$ cat config.mk
export PLATFORM = sky130hd
export DESIGN_NAME = divider_unit
export DESIGN_NICKNAME = d
export VERILOG_FILES = /design/src/rtl/divider_unit_pkg.sv /design/src/rtl/divider_unit_div_step.sv /design/src/rtl/divider_unit.sv
export SDC_FILE = /design/constraint.sdc
export NUM_CORES = 1
export LEC_CHECK = 0
export BUFFER_PORTS_ARGS = -buffer_cell sky130_fd_sc_hd__buf_4
export CAP_MARGIN = 20
export CORE_ASPECT_RATIO = 1.5
export CORE_MARGIN = 2
export CORE_UTILIZATION = 65
export CTS_BUF_LIST = sky130_fd_sc_hd__clkbuf_8
export CTS_CLUSTER_SIZE = 28
export DETAILED_ROUTE_END_ITERATION = 10
export PLACE_DENSITY = 0.83
export SLEW_MARGIN = 0
export SYNTH_ARGS = -nofsm -noshare
export SYNTH_HDL_FRONTEND = slang
export SYNTH_SLANG_ARGS = --single-unit
export TNS_END_PERCENT = 10
$ cat constraint.sdc
create_clock -name clk -period 14.7 [get_ports clk]
set_clock_uncertainty 0.15 [all_clocks]
set_input_delay 0 -clock clk [delete_from_list [all_inputs] [get_ports clk]]
set_output_delay 0 -clock clk [all_outputs]
set_load 0.01 [all_outputs]
$ cat src/rtl/divider_unit_pkg.sv
// divider_unit_pkg: shared FSM state type and M-extension divide funct3 encodings.
package divider_unit_pkg;
  typedef enum logic [1:0] {IDLE, CALC, DONE} state_t;
  localparam logic [2:0] DIV_F3  = 3'b100;
  localparam logic [2:0] DIVU_F3 = 3'b101;
  localparam logic [2:0] REM_F3  = 3'b110;
  localparam logic [2:0] REMU_F3 = 3'b111;
endpackage

$ cat src/rtl/divider_unit_div_step.sv
// div_step: one restoring shift-subtract step on unsigned magnitudes.
module div_step #(
  parameter int WIDTH = 32
) (
  input  logic [WIDTH-1:0] rem,
  input  logic             bit_in,
  input  logic [WIDTH-1:0] divisor,
  output logic [WIDTH-1:0] rem_next,
  output logic             q
);
  logic [WIDTH:0] shifted, diff;
  // partial remainder stays below divisor, so the shifted value fits in WIDTH+1 bits
  always_comb begin
    shifted  = {rem, bit_in};
    diff     = shifted - {1'b0, divisor};
    q        = shifted >= {1'b0, divisor};
    rem_next = q ? diff[WIDTH-1:0] : shifted[WIDTH-1:0];
  end
endmodule

$ cat src/rtl/divider_unit.sv
// divider_unit: iterative restoring divider for RISC-V DIV/DIVU/REM/REMU, one bit per cycle.
module divider_unit
  import divider_unit_pkg::*;
#(
  parameter int WIDTH = 32
) (
  input  logic             clk,
  input  logic             reset,
  input  logic             start,
  input  logic [2:0]       funct3,
  input  logic [WIDTH-1:0] srcA,
  input  logic [WIDTH-1:0] srcB,
  input  logic             flush,
  output logic [WIDTH-1:0] result,
  output logic             done,
  output logic             busy
);
  localparam logic [WIDTH-1:0] MIN = {1'b1, {(WIDTH-1){1'b0}}};
  state_t state, state_n;
  logic [5:0] count;
  logic [WIDTH-1:0] rem_r, quo_r, divisor_r, step_rem, mag_a, mag_b, q_fin, sp_result;
  logic op_rem, neg_q, neg_r, step_q, is_signed, accept, div_zero, overflow, special, last;
  assign is_signed = ~funct3[0];
  assign accept    = state == IDLE && start && funct3[2] && !flush;
  assign div_zero  = srcB == '0;
  assign overflow  = is_signed && srcA == MIN && srcB == '1;
  assign special   = div_zero || overflow;
  assign mag_a     = is_signed && srcA[WIDTH-1] ? -srcA : srcA;
  assign mag_b     = is_signed && srcB[WIDTH-1] ? -srcB : srcB;
  assign sp_result = div_zero ? (funct3[1] ? srcA : '1) : (funct3[1] ? '0 : MIN);
  assign last      = count == 6'(WIDTH - 1);
  assign q_fin     = {quo_r[WIDTH-2:0], step_q};
  assign busy      = state == CALC || (accept && !special);
  assign done      = state == DONE;
  div_step #(.WIDTH(WIDTH)) u_step (
    .rem     (rem_r),
    .bit_in  (quo_r[WIDTH-1]),
    .divisor (divisor_r),
    .rem_next(step_rem),
    .q       (step_q)
  );
  always_comb begin
    state_n = state;
    state_n = flush ? IDLE :
              state == IDLE ? (accept ? (special ? DONE : CALC) : IDLE) :
              state == CALC ? (last ? DONE : CALC) : IDLE;
  end
  always_ff @(posedge clk or posedge reset)
    if (reset) state <= IDLE;
    else state <= state_n;
  // quo_r starts as the dividend and shifts quotient bits in from the right
  always_ff @(posedge clk or posedge reset) begin
    if (reset) begin
      count     <= '0;
      rem_r     <= '0;
      quo_r     <= '0;
      divisor_r <= '0;
      op_rem    <= 1'b0;
      neg_q     <= 1'b0;
      neg_r     <= 1'b0;
      result    <= '0;
    end else if (accept) begin
      count     <= '0;
      rem_r     <= '0;
      quo_r     <= mag_a;
      divisor_r <= mag_b;
      op_rem    <= funct3[1];
      neg_q     <= is_signed && (srcA[WIDTH-1] ^ srcB[WIDTH-1]);
      neg_r     <= is_signed && srcA[WIDTH-1];
      if (special) result <= sp_result;
    end else if (state == CALC && !flush) begin
      count <= count + 6'd1;
      rem_r <= step_rem;
      quo_r <= q_fin;
      if (last) result <= op_rem ? (neg_r ? -step_rem : step_rem) : (neg_q ? -q_fin : q_fin);
    end
  end
endmodule

### Yosys cells after proc, flatten, opt, wreduce, memory -nomap -nowiden

Index checks and enable logic that the tools add are counted.

* add/subtract/negate cells: 6
* equality and inequality tests: 6
* multiplexer cells: 25
* reduce and logical (&&, ||, !) cells: 19
* order comparisons: 1
* bitwise logic cells: 2

Operator list (count)
* $mux W32: 17
* $neg A32 Y32: 4
* $eq A32 B32 Y1 const B: 2
* $ge A33 B32 Y1: 1
* $logic_not A32 Y1: 1
* $sub A32 B32 Y32: 1
* $mux W2: 6
* $mux W6: 2
* $logic_and A1 B1 Y1: 10
* $add A6 B1 Y6 const B: 1
* $eq A6 B5 Y1 const B: 1
* $reduce_bool A2 Y1: 2
* $reduce_and A3 Y1: 1
* $eq A2 B1 Y1 const B: 1
* $eq A2 B2 Y1 const B: 1
* $logic_not A1 Y1: 2
* $logic_not A2 Y1: 1
* $logic_or A1 B1 Y1: 2
* $ne A2 B1 Y1 const B: 1
* $not A1 Y1: 1
* $xor A1 B1 Y1: 1

* input bits: 71
* output and inout port bits: 34
* logic and storage cells: 68
* bits in registers: 139

### Logic depth before layout (Yosys ltp)

Gate-level depths: netlist of run 1.

* word-level depth: 8
* depth in mapped cells: 24
* gate-level depth less buffers: 20

### By module

From an unflattened synthesis of run 1, not the netlist that was laid out.

* cells, all modules: 1405
* area, all modules: 11219.5 µm²

Modules (own cells, without submodules)
* divider_unit: cells each 1103, area an instance 9034.9 µm², sequential area each 3478.3 µm², instances 1
* div_step: cells each 302, area an instance 2184.6 µm², sequential area each 0.0 µm², instances 1

### Worst setup path after synthesis of run 1

Ideal clock, no wire load.

* path type: reg2reg
* from: register rem_r[3]
* to: register result[26]
* setup slack: 9.880 ns
* buffers on the path: 3
* setup time: 0.132 ns
* cell stages (with the launch flop): 21
* clock period less this slack: 4.820 ns
* arrival: 4.538 ns
* required time: 14.418 ns
* cells stage by stage: dfrtp_1 ha_1 a21oi_1 nand2_1 o2111a_2 o311ai_4 nand2_4 buf_2 buf_2 buf_2 o21ai_0 ha_1 nand2_1 a2111oi_0 nand4_1 nor3_1 o21ai_1 nor3b_1 a31oi_1 xnor2_1 o21ai_1

* longest elaborated chain between the ends: 8
* elaborated cells between the ends (all ways): 11
* classes of those cells: add/sub: 3; order compare: 1; mux: 7

Ends and longest elaborated chain
* from (decl): RTL line divider_unit.sv:21 `logic [WIDTH-1:0] rem_r, quo_r, divisor_r, step_rem, mag_a, mag_b, q_fin, sp_result;`
* from (signal assigned): RTL line divider_unit.sv:73 `rem_r <= step_rem;`
* $sub A32 B32 Y32 / $ge A33 B32 Y1 (equally long branches): RTL line divider_unit_div_step.sv:15, divider_unit_div_step.sv:16
* $mux W32: RTL line divider_unit_div_step.sv:17 `rem_next = q ? diff[WIDTH-1:0] : shifted[WIDTH-1:0];`
* $neg A32 Y32: RTL line divider_unit.sv:75 `if (last) result <= op_rem ? (neg_r ? -step_rem : step_rem) : (neg_q ? -q_fin : q_fin);`
* $mux W32: RTL line divider_unit.sv:75
* $mux W32 (*) (2 in a row): RTL line divider_unit.sv:75
* $mux W32 (*): RTL line divider_unit.sv:71 `end else if (state == CALC && !flush) begin`
* $mux W32 (*): RTL line divider_unit.sv:62 `end else if (accept) begin`
* to (signal assigned): RTL line divider_unit.sv:70 `if (special) result <= sp_result;`
* to (signal assigned): RTL line divider_unit.sv:75
* to (decl): RTL line divider_unit.sv:14 `output logic [WIDTH-1:0] result,`

Every way passes the cells marked *; elsewhere a longest branch is shown, timed or not. The select of a mux whose other input is x is not followed.
A chain may end at the register's enable or synchronous reset.

### Worst setup path after layout of run 1

* from: register rem_r[17]
* to: register result[24]

Same word-level chain as after synthesis.

==> results of run 1 <==
[cell type report]
| cell class | instances | share of cell area, % |
|---|---|---|
| clock buffer | 18 | 1.804 |
| clock inverter | 14 | 0.9204 |
| inverter | 68 | 1.914 |
| multi-input combinational | 1184 | 54.29 |
| sequential | 139 | 25.33 |
| tap | 213 | 1.941 |
| timing repair buffer | 218 | 13.80 |
[registers in the layout, summed over array words and instances (netlist names)]
signal     count
neg_r          1
result        32
op_rem         1
count          6
rem_r         32
divisor_r     32
state          2
quo_r         32
neg_q          1
[cells in the final DEF (no fill, tap or decap), types with 21 or more instances in the layout]
| cell type | netlist | layout |
|---|---|---|
| a21oi_1 | 136 | 136 |
| a22oi_1 | 32 | 32 |
| buf_4 | 1 | 115 |
| dfrtp_1 | 139 | 139 |
| dlygate4sd3_1 | 0 | 103 |
| ha_1 | 38 | 38 |
| inv_1 | 67 | 66 |
| nand2_1 | 148 | 148 |
| nand3_1 | 47 | 47 |
| nand4_1 | 25 | 25 |
| nor2_1 | 103 | 101 |
| nor3_1 | 30 | 30 |
| o211ai_1 | 21 | 21 |
| o21ai_0 | 163 | 163 |
| o31ai_1 | 28 | 28 |
| or3_1 | 24 | 24 |
| xnor2_1 | 80 | 80 |
| xor2_1 | 63 | 63 |
[worst max-delay path, delay by kind of cell, from the launching register on]
kind | cells | cell delay (ns)
flip-flops | 1 | 0.44
AND/OR/NAND/NOR | 5 | 1.12
adder cells (fa/ha/maj) | 2 | 0.73
XOR/XNOR | 1 | 0.18
AO/OA/AOI/OAI | 9 | 2.73
[worst max path at each step]
stage	end	slack [ns]	depth (start not counted)
after floorplan	result[26]$_DFFE_PP0P_	9.88	20
after global placement	result[24]$_DFFE_PP0P_	9.57	17
after detailed placement	result[24]$_DFFE_PP0P_	9.36	17
after CTS	result[24]$_DFFE_PP0P_	9.34	17
after global routing	result[24]$_DFFE_PP0P_	8.76	17
final	result[24]$_DFFE_PP0P_	9.25	17
[timing repair]
| item | 4_1_cts | 5_1_grt |
|---|---|---|
| buffers inserted | 0 | 0 |
| endpoints found under the hold margin | 191 | 0 |
| gates resized for setup | 0 | 0 |
| hold buffers | 103 | 0 |
[where the power goes]
| group | total [mW] | internal [mW] | switching, mW | leakage (nW) |
|---|---|---|---|---|
| Clock | 0.309 | 0.128 | 0.181 | 0.183 |
| Sequential | 0.580 | 0.466 | 0.114 | 1.80 |
| Combinational | 1.97 | 0.723 | 1.25 | 3.92 |
[logic make-up (layout without fill, tap and decap cells)]
group | Yosys count | after routing | share of synthesized area [%]
compound gates | 501 | 501 | 26.93
xor+xnor | 143 | 143 | 10.85
fa+ha+maj | 39 | 39 | 4.294
buf+inv | 156 | 318 | 5.389
flops | 139 | 139 | 30.14
mux | 20 | 20 | 1.767
simple gates | 481 | 481 | 20.62
[through the flow]
step / cell area [sq um] / std cells / hold WS, ns
after global routing: 13730 / 1854 / 0.07387
after global placement: 12330 / 1719 / 0.04539
after CTS: 13730 / 1854 / 0.004590
after detailed placement: 12330 / 1719 / 0.05082
after floorplan: 11540 / 1479 / -0.08686
final: 13730 / 1854 / 0.02130
[layer usage]
layer | share of wire (%) | global-route usage [%] | vias to the layer above
met5 | 0 | 0 | -
met4 | 7.0 | 24.87 | 0
met3 | 7.5 | 5.212 | 165
met2 | 49 | 67.85 | 679
met1 | 37 | 48.97 | 5739
li1 | - | - | 5650
==> results.txt, run 1 <==
- Number of clock buffers inserted by TritonCTS: 17
- Slowest-stage cell, CP: a2111oi_0
- Entering global routing, the biggest net connects 103 pins.
- Timing startpoint of the critical path: rem_r[17]$_DFFE_PP0P_
- The final critical path takes up 37.07% of the cycle.
* Reg-to-reg critical path startpoint: rem_r[17]$_DFFE_PP0P_
* Routability congestion estimate: 1.003
* Final setup vio count: 0
* Peak per-stage delay on the critical path: 0.68 ns
- Crit path time final: 5.450 ns
* Final routed wirelength across all metal layers: 37.98 mm
- Most common cell in the netlist: o21ai_0
* Maximum fanout encountered on the critical timing path: 43
* Class of the tightest hold or removal check: in -> reg
* Critical Path Start Type: flip-flop
- CP Class: reg -> reg
- Traced cell by cell, the critical path runs through ha_1 -> a21oi_1 -> o21ai_1 -> a211oi_1 -> o31a_2 -> nand2_4 -> o21ai_0 -> ha_1 -> nand2_1 -> a2111oi_0 -> nand4_1 -> nor3_1 -> o21ai_1 -> nor2_2 -> a31oi_1 -> xor2_1 -> o211ai_1.
- Leakage power figure: 5.909 nW
* Via count: 12,230
- Dividing the detail-routed via count by the number of cells gives 6.598.
- At the worst endpoint, the arrival time is 5.68 ns.
* Num Clock Sinks: 139
- Number of iterations in the first detailed-routing pass: 8
- In this run the critical register-to-register path is captured at result[24]$_DFFE_PP0P_.
- For this run, the share of the core covered by cells in the final layout is 79.15%.
- The final layout contains 1,738 nets.
* Transition at the pin with the smallest max-transition slack: 0.9787 ns
* Peak supply drop: 0.1516 mV
- Number of antenna violations at the first check in global routing: 0
* CTS tree: built
- Summing all multi-input logic gate instances after layout gives 7455 sq um.
* Number of max-capacitance violations reported: 0
* Number of inserted diodes: 0
- P per Cell Area: 208.3 nW/um^2
- The path with the worst hold slack has its endpoint at count[4]$_DFFE_PP0P_.
- Counting the fill cells in the layout gives 1,176.
- In this run the horizontal extent of the chip is 112.8 microns.
* Endpoint required time on the critical path: 14.93 ns
- The worst setup path is captured at a flip-flop.
* Clock Tree Buf Depth: 2
* Max Fclk: 183.5 MHz
- Worst setup slack after placement: 9.358 ns
- For this run the aggregate overflow at the end of global routing stands at 0.
* Post-Synthesis Net Count: 1,589
* Number of cells on the worst reg-to-reg path: 17
- Final total power: 2.860 mW
- In this run the mean area of a mapped cell was 7.802 sq um.
- Library cell used as clock root buffer: clkbuf_8
* Cells after Synth: 1,479
- EDFF count, synth: 0
- Area of the mapped netlist: 11,540 sq um
* First-pass GRT wire length: 61.15 mm
* CORE AREA: 17,350 sq um
* CTS H-tree depth: 4
- Setup repair after global routing left no endpoint under its margin.
- Yosys attributes the largest share of cell area to dfrtp_1 30%, o21ai_0 7.1%, xnor2_1 6.1%.
- Summing all flip-flop and latch instances after layout gives 3478 sq um.
- Initial core utilization: 66.52%
- Summed over all failing endpoints, the final setup total negative slack is 0 ns.
* Share of cells above drive strength 1: 11.52%
* I/O pin count: 105
- Largest area contributor in the synthesized netlist: dfrtp_1
- Relative max-transition margin: 34.15%
- Number of global-route vias before repair: 11,850
- For this run, design rule violations remaining after detail routing come to 0.
- The number of hold violations in the final report is 0.
- Of all flip-flops after synthesis, the portion carrying an async set or reset was 100.0%.
- After synthesis, flip-flops and latches occupy 30.14% of the total area.
- Top_reg_cell synth: dfrtp_1
- The wire-length estimate of the detail-placed layout is 26.42 mm.
- In the final routed layout, each cell accounts on average for 20.49 microns.
* Site Rows: 59
- IO buf count: 104
- Setup slack on the critical path of the routed design comes to 9.250 ns.
* Area share of the largest cell type after synthesis: 30.14%
- Clock Pin Slew Worst Setup and Hold Paths: 0.10 ns
- Seq cells post-synth: 139
- Number of warnings printed during yosys synthesis: 0
- DR iter-0 viols: 1,267
- Hold Path Cell Cnt: 5
- The die covers 18,860 sq um.
- In this run the remaining antenna-violating nets after routing total 0.
- Ranked by instance count, the synthesized netlist is headed by 163 x o21ai_0, 148 x nand2_1, 139 x dfrtp_1.
* Vertical die dimension: 167.2 microns
- Post-synthesis cell type count: 83
- In the global route stage, overall resource usage came out at 40.43%.
* Clock latency at the later pin of the worst-skew pair: 0.47 ns
* Signed area change from the synthesized netlist to the final layout: 18.99%
* Source of the worst hold timing path: funct3[2]
* Reg2reg setup slack: 9.25 ns
* Max-slew violation count: 0
- The flow ran to the end, and the final reports show no timing, DRC or antenna violations.
Power figures use the tool's default switching activity.
==> inputs of run 2 (changes only) <==
- CORE_UTILIZATION: 65 -> 57
- PLACE_DENSITY: 0.83 -> 0.77
- clock period: 14.7 -> 4.6 ns (I/O delays scaled with it)
==> run 2 against run 1 <==
Against the previous run:
- routed wire length grew 2.5%
- sequential cell count unchanged
- die area grew 14%
- design area rose by 4.1%
- register-to-register slack got worse by 9.0 ns
- non-clock buffer count rose by 50
- clock power increased to 3.1 times the previous value
==> results.txt, run 2 (synthesized netlist as in run 1, its figures left out) <==
- Outcome: finished clean (unchanged)
- Leading cell types in the layout, fill and taps excluded: 162 x o21ai_0, 161 x buf_4, 148 x nand2_1, 139 x dfrtp_1, 136 x a21oi_1 (was 163 x o21ai_0, 148 x nand2_1, 139 x dfrtp_1, 136 x a21oi_1, 115 x buf_4).
- Transition at the pin with the smallest max-transition slack: 0.9608 ns (was 0.9787 ns)
* Number of antenna violations at the first check in global routing: 0 (unchanged)
- The relative area change from synthesis to final layout was 23.88% (was 18.99%).
* Combined global-route utilization of all metal layers: 36.70% (was 40.43%)
- Slowest-stage cell, CP: or4_4 (was a2111oi_0)
- CP Class: reg -> reg (unchanged)
- The clock sink count was 139 (unchanged).
- The routability-driven placement congestion ratio is 1.051 (was 1.003).
- The start point of the critical path is quo_r[31]$_DFFE_PP0P_ (was rem_r[17]$_DFFE_PP0P_).
- The hold path depth came to 3 (was 5).
- The post-layout net count was 1,788 (was 1,738).
* Reg-to-reg critical path startpoint: quo_r[31]$_DFFE_PP0P_ (was rem_r[17]$_DFFE_PP0P_)
* Final total power: 9.935 mW (was 2.860 mW)
* First-pass GRT wire length: 61.17 mm (was 61.15 mm)
- Library cell used as clock root buffer: clkbuf_8 (unchanged)
- The clock slew at the register clock pins of the worst setup and hold paths came to 0.08 ns (was 0.10 ns).
- The maximum net fanout on the critical path was 4 (was 43).
- Die extent in x: 120.2 microns (was 112.8 microns)
- Wirelength per Cell: 19.96 microns (was 20.49 microns)
* Kind of cell adding the most delay to the critical path: compound AO/OA/AOI/OAI gates (unchanged)
- The leakage power figure is 6.156 nW (was 5.909 nW).
- Worst Slack Setup Final: 0.2042 ns (was 9.250 ns)
- The data arrival at the endpoint of the critical path was 4.61 ns (was 5.68 ns).
- The number of antenna-violating nets in the routed design came to 0 (unchanged).
- The HPWL reported at the end of detailed placement came to 27.85 mm (was 26.42 mm).
* Pin count of the biggest net entering global routing: 102 (was 103)
* Detailed-route DRC error count: 0 (unchanged)
- Global-route congestion overflow total: 0 (unchanged)
- I/O pin count: 105 (unchanged)
- The number of violations of the max-capacitance limit came to 0 (unchanged).
- The beginning of the worst hold path is flush (was funct3[2]).
* Final routed wirelength across all metal layers: 38.93 mm (was 37.98 mm)
- DR iter-0 viols: 1,063 (was 1,267)
- The count of non-filler cells in the finished layout came to 1,950 (was 1,854).
- The number of rows created at floorplan came to 63 (was 59).
* Register cell area after layout: 3478 sq um (unchanged)
* Post-DR vias/cell: 6.289 (was 6.598)
- The utilization after layout was 72.25% (was 79.15%).
- P per Cell Area: 695.0 nW/um^2 (was 208.3 nW/um^2)
- CTS H-tree depth: 4 (unchanged)
- Crit path capture type: flip-flop (unchanged)
- Number of inserted diodes: 0 (unchanged)
- Share of cells above drive strength 1: 14.91% (was 11.52%)
- Filler instances: 1,582 (was 1,176)
- Placed Instances: 1,809 (was 1,719)
* CTS tree: built (unchanged)
- Class of the tightest hold or removal check: in -> reg (unchanged)
- Crit path time final: 4.396 ns (was 5.450 ns)
- The highest clock rate was 227.5 MHz (was 183.5 MHz).
* Number of cells on the critical path: 16 (was 17)
- Relative max-transition margin: 35.95% (was 34.15%)
* Vertical die dimension: 178.3 microns (was 167.2 microns)
- The floorplan core area came to 19,790 sq um (was 17,350 sq um).
- Clock Tree Buf Depth: 2 (unchanged)
* Clock latency at the later pin of the worst-skew pair: 0.48 ns (was 0.47 ns)
- The TritonCTS buffer count was 17 (unchanged).
* Most common cell after layout, fill and taps aside: o21ai_0 (unchanged)
- Peak supply drop: 0.4018 mV (was 0.1516 mV)
- The count of port buffers added during placement is 104 (unchanged).
* Initial core utilization: 58.33% (was 66.52%)
- Endpoint required time on the critical path: 4.82 ns (was 14.93 ns)
- Number of global-route vias before repair: 11,870 (was 11,850)
- Final number of hold-violating endpoints: 0 (unchanged)
- The critical path's largest stage delay is 0.55 ns (was 0.68 ns).
- Number of cells on the worst reg-to-reg path: 16 (was 17)
- Critical Path Start Type: flip-flop (unchanged)
- Die area: 21,420 sq um (was 18,860 sq um)
- The number of detailed-routing iterations run before antenna repair is 6 (was 8).
* Cells along the critical path: inv_1 -> ha_1 -> inv_1 -> fa_1 -> a211oi_4 -> o21ai_2 -> a211o_1 -> a21o_1 -> xor2_1 -> or4_4 -> a21o_1 -> nor3b_4 -> a21oi_1 -> xor2_1 -> a21oi_1 -> a211o_1 (was ha_1 -> a21oi_1 -> o21ai_1 -> a211oi_1 -> o31a_2 -> nand2_4 -> o21ai_0 -> ha_1 -> nand2_1 -> a2111oi_0 -> nand4_1 -> nor3_1 -> o21ai_1 -> nor2_2 -> a31oi_1 -> xor2_1 -> o211ai_1)
- The fraction of the cycle the final worst path needs is 95.56% (was 37.07%).
- The buffer and inverter count on the worst path is 2 (was 0).
- The number of vias in the routed layout was 12,260 (was 12,230).
- Worst setup slack after placement: 0.08021 ns (was 9.358 ns)
- Final setup vio count: 0 (unchanged)
* Area taken by multi-input logic gates: 7597 sq um (was 7455 sq um)
- Max-slew violation count: 0 (unchanged)
run 2: power breakdown:
group	leakage [nW]	total (mW)	internal [mW]	switching [mW]
clock	0.181	0.946	0.431	0.515
sequential	1.80	1.83	1.49	0.336
combinational	4.17	7.16	2.83	4.34
total	6.16	9.93	4.75	5.19
run 2: layer usage:
metal | up-vias | routed length, microns | GRT usage (%) | share of wire, %
met3 | 155 | 2642 | 4.891 | 6.8
met4 | 0 | 2739 | 24.66 | 7.0
li1 | 5726 | - | - | -
met2 | 629 | 18980 | 61.93 | 49
met1 | 5754 | 14570 | 43.39 | 37
met5 | - | 0 | 0 | 0
run 2: layout make-up:
class	count	area share (%)
Timing Repair Buffer	268	15.95
Inverter	68	1.838
Clock inverter	13	0.7265
Tap cell	260	2.276
Clock buffer	18	1.733
Multi-Input combinational cell	1184	53.15
Sequential cell	139	24.33
run 2: worst min-delay path, cell delays in order:
cell and delay, ns:
dlygate4sd3_1 0.53, buf_4 0.14, a21oi_1 0.05
run 2: through the flow:
stage | setup TNS, ns | instance area (sq um) | hold WS (ns)
after global routing | -0.01476 | 14300 | 0.1274
final | 0 | 14300 | 0.1229
after detailed placement | 0 | 12710 | 0.06222
after CTS | 0 | 14140 | 0.1102
after floorplan | 0 | 11550 | -0.08686
after global placement | 0 | 12710 | 0.05139
run 2: final timing paths:
kind	endpoint	slack, ns
max	result[29]$_DFFE_PP0P_	0.20
min	state[0]$_DFF_PP0_	0.12
max reg2reg	result[29]$_DFFE_PP0P_	0.20
min reg2reg	divisor_r[23]$_DFFE_PP0P_	0.34
max in group asynchronous	rem_r[2]$_DFFE_PP0P_	3.05
min in group asynchronous	count[2]$_DFFE_PP0P_	0.13
run 2: what timing repair did:
item | 4_1_cts | 5_1_grt
hold endpoints to repair | 206 | 0
pin swaps | 0 | 6
hold buffers | 107 | 0
setup buffers | 0 | 3
resized for setup | 1 | 25
setup endpoints to repair | 1 | 14
==> inputs of run 3 (changes only) <==
- PLACE_DENSITY: 0.77 -> not set
- PLACE_DENSITY_LB_ADDON: not set -> 0.05
==> run 3 against run 2 <==
Against the previous run:
- clock power increased by 3.9%
- clock-buffer cell count rose by 2
- register-to-register slack lost 0.03 ns
- routed wire length increased by 2.4%
- utilization increased by 0.46 points
- first-iteration DRC count down 2.7%
- global-route usage grew 0.58 points
- largest power group unchanged
- critical endpoint is now result[26]$_DFFE_PP0P_
- sequential cell count stayed put
- non-clock buffer count grew 3
- via count increased by 0.47%
==> results.txt, run 3 (synthesized netlist as in run 1, its figures left out) <==
- Outcome: finished clean (unchanged).
* Die area: 21,420 sq um (unchanged)
- The most common cell after layout, fill and taps aside is buf_4 (was o21ai_0).
- Kind of cell adding the most delay to the critical path: compound AO/OA/AOI/OAI gates (unchanged)
- The sort of element at the start of the critical path is a flip-flop (unchanged).
- Crit path time final: 4.422 ns (was 4.396 ns)
- The number of vias in the routed layout was 12,320 (was 12,260).
- Final cell utilization of the core: 72.71% (was 72.25%)
- Final Non-Filler Cells: 1,954 (was 1,950)
- Critical Path AT: 4.63 ns (was 4.61 ns)
* Number of max-capacitance violations reported: 0 (unchanged)
* Max-slew violation count: 0 (unchanged)
- I/O pin count: 105 (unchanged)
- The data required time at the worst endpoint was 4.81 ns (was 4.82 ns).
- P per Cell Area: 709.2 nW/um^2 (was 695.0 nW/um^2)
* Peak per-stage delay on the critical path: 0.46 ns (was 0.55 ns)
* Die extent in x: 120.2 microns (unchanged)
- Final number of hold-violating endpoints: 0 (unchanged)
- The number of antenna-violating nets in the routed design was 0 (unchanged).
* Combined global-route utilization of all metal layers: 37.28% (was 36.70%)
- The slew of the pin with the lowest slew margin came to 0.9665 ns (was 0.9608 ns).
- HPWL after detailed placement: 28.76 mm (was 27.85 mm)
- Class of the tightest hold or removal check: in -> async (was in -> reg)
* Final setup vio count: 0 (unchanged)
- Placed Instances: 1,809 (unchanged)
* Clock latency at the later pin of the worst-skew pair: 0.49 ns (was 0.48 ns)
- The start point of the critical path is rem_r[5]$_DFFE_PP0P_ (was quo_r[31]$_DFFE_PP0P_).
* Routability congestion estimate: 0.9962 (was 1.051)
- Global-route congestion overflow total: 0 (unchanged)
* CTS tree: built (unchanged)
- The worst setup path category is reg -> reg (unchanged).
- Clock Tree Buf Depth: 2 (unchanged)
* Net switching share of the total power: 52.28% (was 52.21%)
* Share of cells above drive strength 1: 15.23% (was 14.91%)
* First-pass GRT wire length: 62.28 mm (was 61.17 mm)
* Capturing point of the worst reg2reg path: result[26]$_DFFE_PP0P_ (was result[29]$_DFFE_PP0P_)
- Relative max-transition margin: 35.57% (was 35.95%)
- Reg-to-reg critical path startpoint: rem_r[5]$_DFFE_PP0P_ (was quo_r[31]$_DFFE_PP0P_)
* Number of cells on the critical path: 17 (was 16)
* Leading cell types in the layout, fill and taps excluded: 162 x buf_4, 161 x o21ai_0, 148 x nand2_1, 137 x dfrtp_1, 136 x a21oi_1 (was 162 x o21ai_0, 161 x buf_4, 148 x nand2_1, 139 x dfrtp_1, 136 x a21oi_1)
- Nets@finish: 1,791 (was 1,788)
- Library cell used as clock root buffer: clkbuf_8 (unchanged)
- The sum of routed wire length over all layers came to 39.87 mm (was 38.93 mm).
* Crit path capture type: flip-flop (unchanged)
- Number of antenna violations at the first check in global routing: 0 (unchanged)
- The number of antenna cells inserted is 0 (unchanged).
* Clock Pin Slew Worst Setup and Hold Paths: 0.09 ns (was 0.08 ns)
* CORE AREA: 19,790 sq um (unchanged)
* Pint: 4.869 mW (was 4.747 mW)
- The worst setup slack for register-to-register paths is 0.18 ns (was 0.20 ns).
- Clock network fraction of design power: 9.6% (was 9.5%)
- The number of H-tree levels was 4 (unchanged).
- Slowest-stage cell, CP: dfrtp_2 (was or4_4)
- Initial core utilization: 58.33% (unchanged)
* Max Fclk: 226.2 MHz (was 227.5 MHz)
- IO buf count: 104 (unchanged)
* Combinational fraction of design power: 72.2% (was 72.1%)
- Number of iterations in the first detailed-routing pass: 5 (was 6)
- The buffer and inverter count on the worst path came to 0 (was 2).
- The number of rows created at floorplan is 63 (unchanged).
* Detailed-route DRC error count: 0 (unchanged)
* Peak supply drop: 0.3977 mV (was 0.4018 mV)
* Number of cells on the worst reg-to-reg path: 17 (was 16)
- The switching power is 5.334 mW (was 5.187 mW).
- Maximum fanout encountered on the critical timing path: 7 (was 4)
- Cells along the critical path: ha_2 -> a21o_1 -> a21o_1 -> o2bb2ai_2 -> o311ai_4 -> nand2_4 -> mux2i_4 -> ha_2 -> nand2_1 -> a2111oi_4 -> nand4_1 -> nor3_2 -> o21ai_4 -> nor3b_1 -> a31oi_1 -> xnor2_1 -> o21ai_1 (was inv_1 -> ha_1 -> inv_1 -> fa_1 -> a211oi_4 -> o21ai_2 -> a211o_1 -> a21o_1 -> xor2_1 -> or4_4 -> a21o_1 -> nor3b_4 -> a21oi_1 -> xor2_1 -> a21oi_1 -> a211o_1)
* Pin count of the biggest net entering global routing: 100 (was 102)
* Reg power frac: 18.1% (was 18.4%)
- The relative area change from synthesis to final layout was 24.67% (was 23.88%).
- The fraction of the cycle the final worst path needs is 96.12% (was 95.56%).
* Number of clock buffers inserted by TritonCTS: 17 (unchanged)
- The number of DRC markers after the initial detailed-route iteration is 1,034 (was 1,063).
* Num Clock Sinks: 139 (unchanged)
- The end point of the critical path is result[26]$_DFFE_PP0P_ (was result[29]$_DFFE_PP0P_).
- Vertical die dimension: 178.3 microns (unchanged)
- The via density per instance is 6.306 (was 6.289).
- Leakage power figure: 6.163 nW (was 6.156 nW)
* Wirelength per Cell: 20.40 microns (was 19.96 microns)
- Number of global-route vias before repair: 11,820 (was 11,870)
[run 3: cell types whose count changed in the layout (fill, tap and decap cells not counted), moves of 2 or more]
cell	before	now
clkbuf_8	18	20
o21ai_2	5	3
dfrtp_1	139	137
dfrtp_2	0	2
dlygate4sd3_1	107	109
o21ai_4	0	2
ha_1	28	25
nor4_2	2	4
ha_4	4	6
[run 3: routing by layer]
metal | GRT usage [%] | part of all wire, %
met1 | 43.51 | 38
met2 | 65.86 | 50
met4 | 19.02 | 5.3
met5 | 0 | 0
met3 | 5.754 | 6.2
[run 3: tightest hold or removal path, cell delays in order]
cell and delay, ns:
dlygate4sd3_1 0.54, buf_4 0.15, inv_6 0.61
[run 3: worst min path at each step]
| stage | slack [ns] | endpoint | from |
|---|---|---|---|
| after CTS | 0.09 | state[0]$_DFF_PP0_ | flush |
| after floorplan | -0.09 | state[0]$_DFF_PP0_ | flush |
| after global routing | 0.13 | state[0]$_DFF_PP0_ | flush |
| after global placement | 0.05 | state[0]$_DFF_PP0_ | flush |
| after detailed placement | 0.05 | state[0]$_DFF_PP0_ | flush |
| final | 0.11 | count[2]$_DFFE_PP0P_ | reset |
[run 3: power groups by stage]
stage / Sequential, mW / Clock (mW) / Combinational (mW)
after floorplan: 1.73 / 0 / 4.70
after global placement: 1.83 / 0 / 6.67
after detailed placement: 1.83 / 0 / 6.68
after CTS: 1.81 / 0.992 / 6.84
after global routing: 1.88 / 1.04 / 7.91
final: 1.85 / 0.983 / 7.37
[run 3: cell type report]
type                       instances  area (sq um)
multi-input combinational       1184          7637
fill                            1596          5399
sequential                       139          3481
timing repair buffer             271          2307
tap                              260         325.3
clock buffer                      20         275.3
inverter                          68         262.8
clock inverter                    12         97.59
[run 3: what timing repair did]
| item | CTS | global route |
|---|---|---|
| pin swaps | 0 | 9 |
| gates resized for setup | 1 | 33 |
| setup buffers | 0 | 4 |
| hold endpoints to repair | 204 | 0 |
| hold buffers | 109 | 0 |
| setup endpoints to repair | 1 | 12 |
[run 3: through the flow]
step / total power [mW] / TNS (ns) / hold WS (ns) / area, sq um / setup WS (ns)
finish: 10.20 / 0 / 0.1054 / 14390 / 0.1785
floorplan: 6.432 / 0 / -0.08686 / 11550 / 0.04402
global route: 10.83 / -0.02176 / 0.1315 / 14390 / -0.01455
detailed placement: 8.517 / 0 / 0.05233 / 12710 / 0.06247
CTS: 9.644 / 0 / 0.08707 / 14180 / 0.003526
global placement: 8.492 / 0 / 0.04829 / 12710 / 0.2457
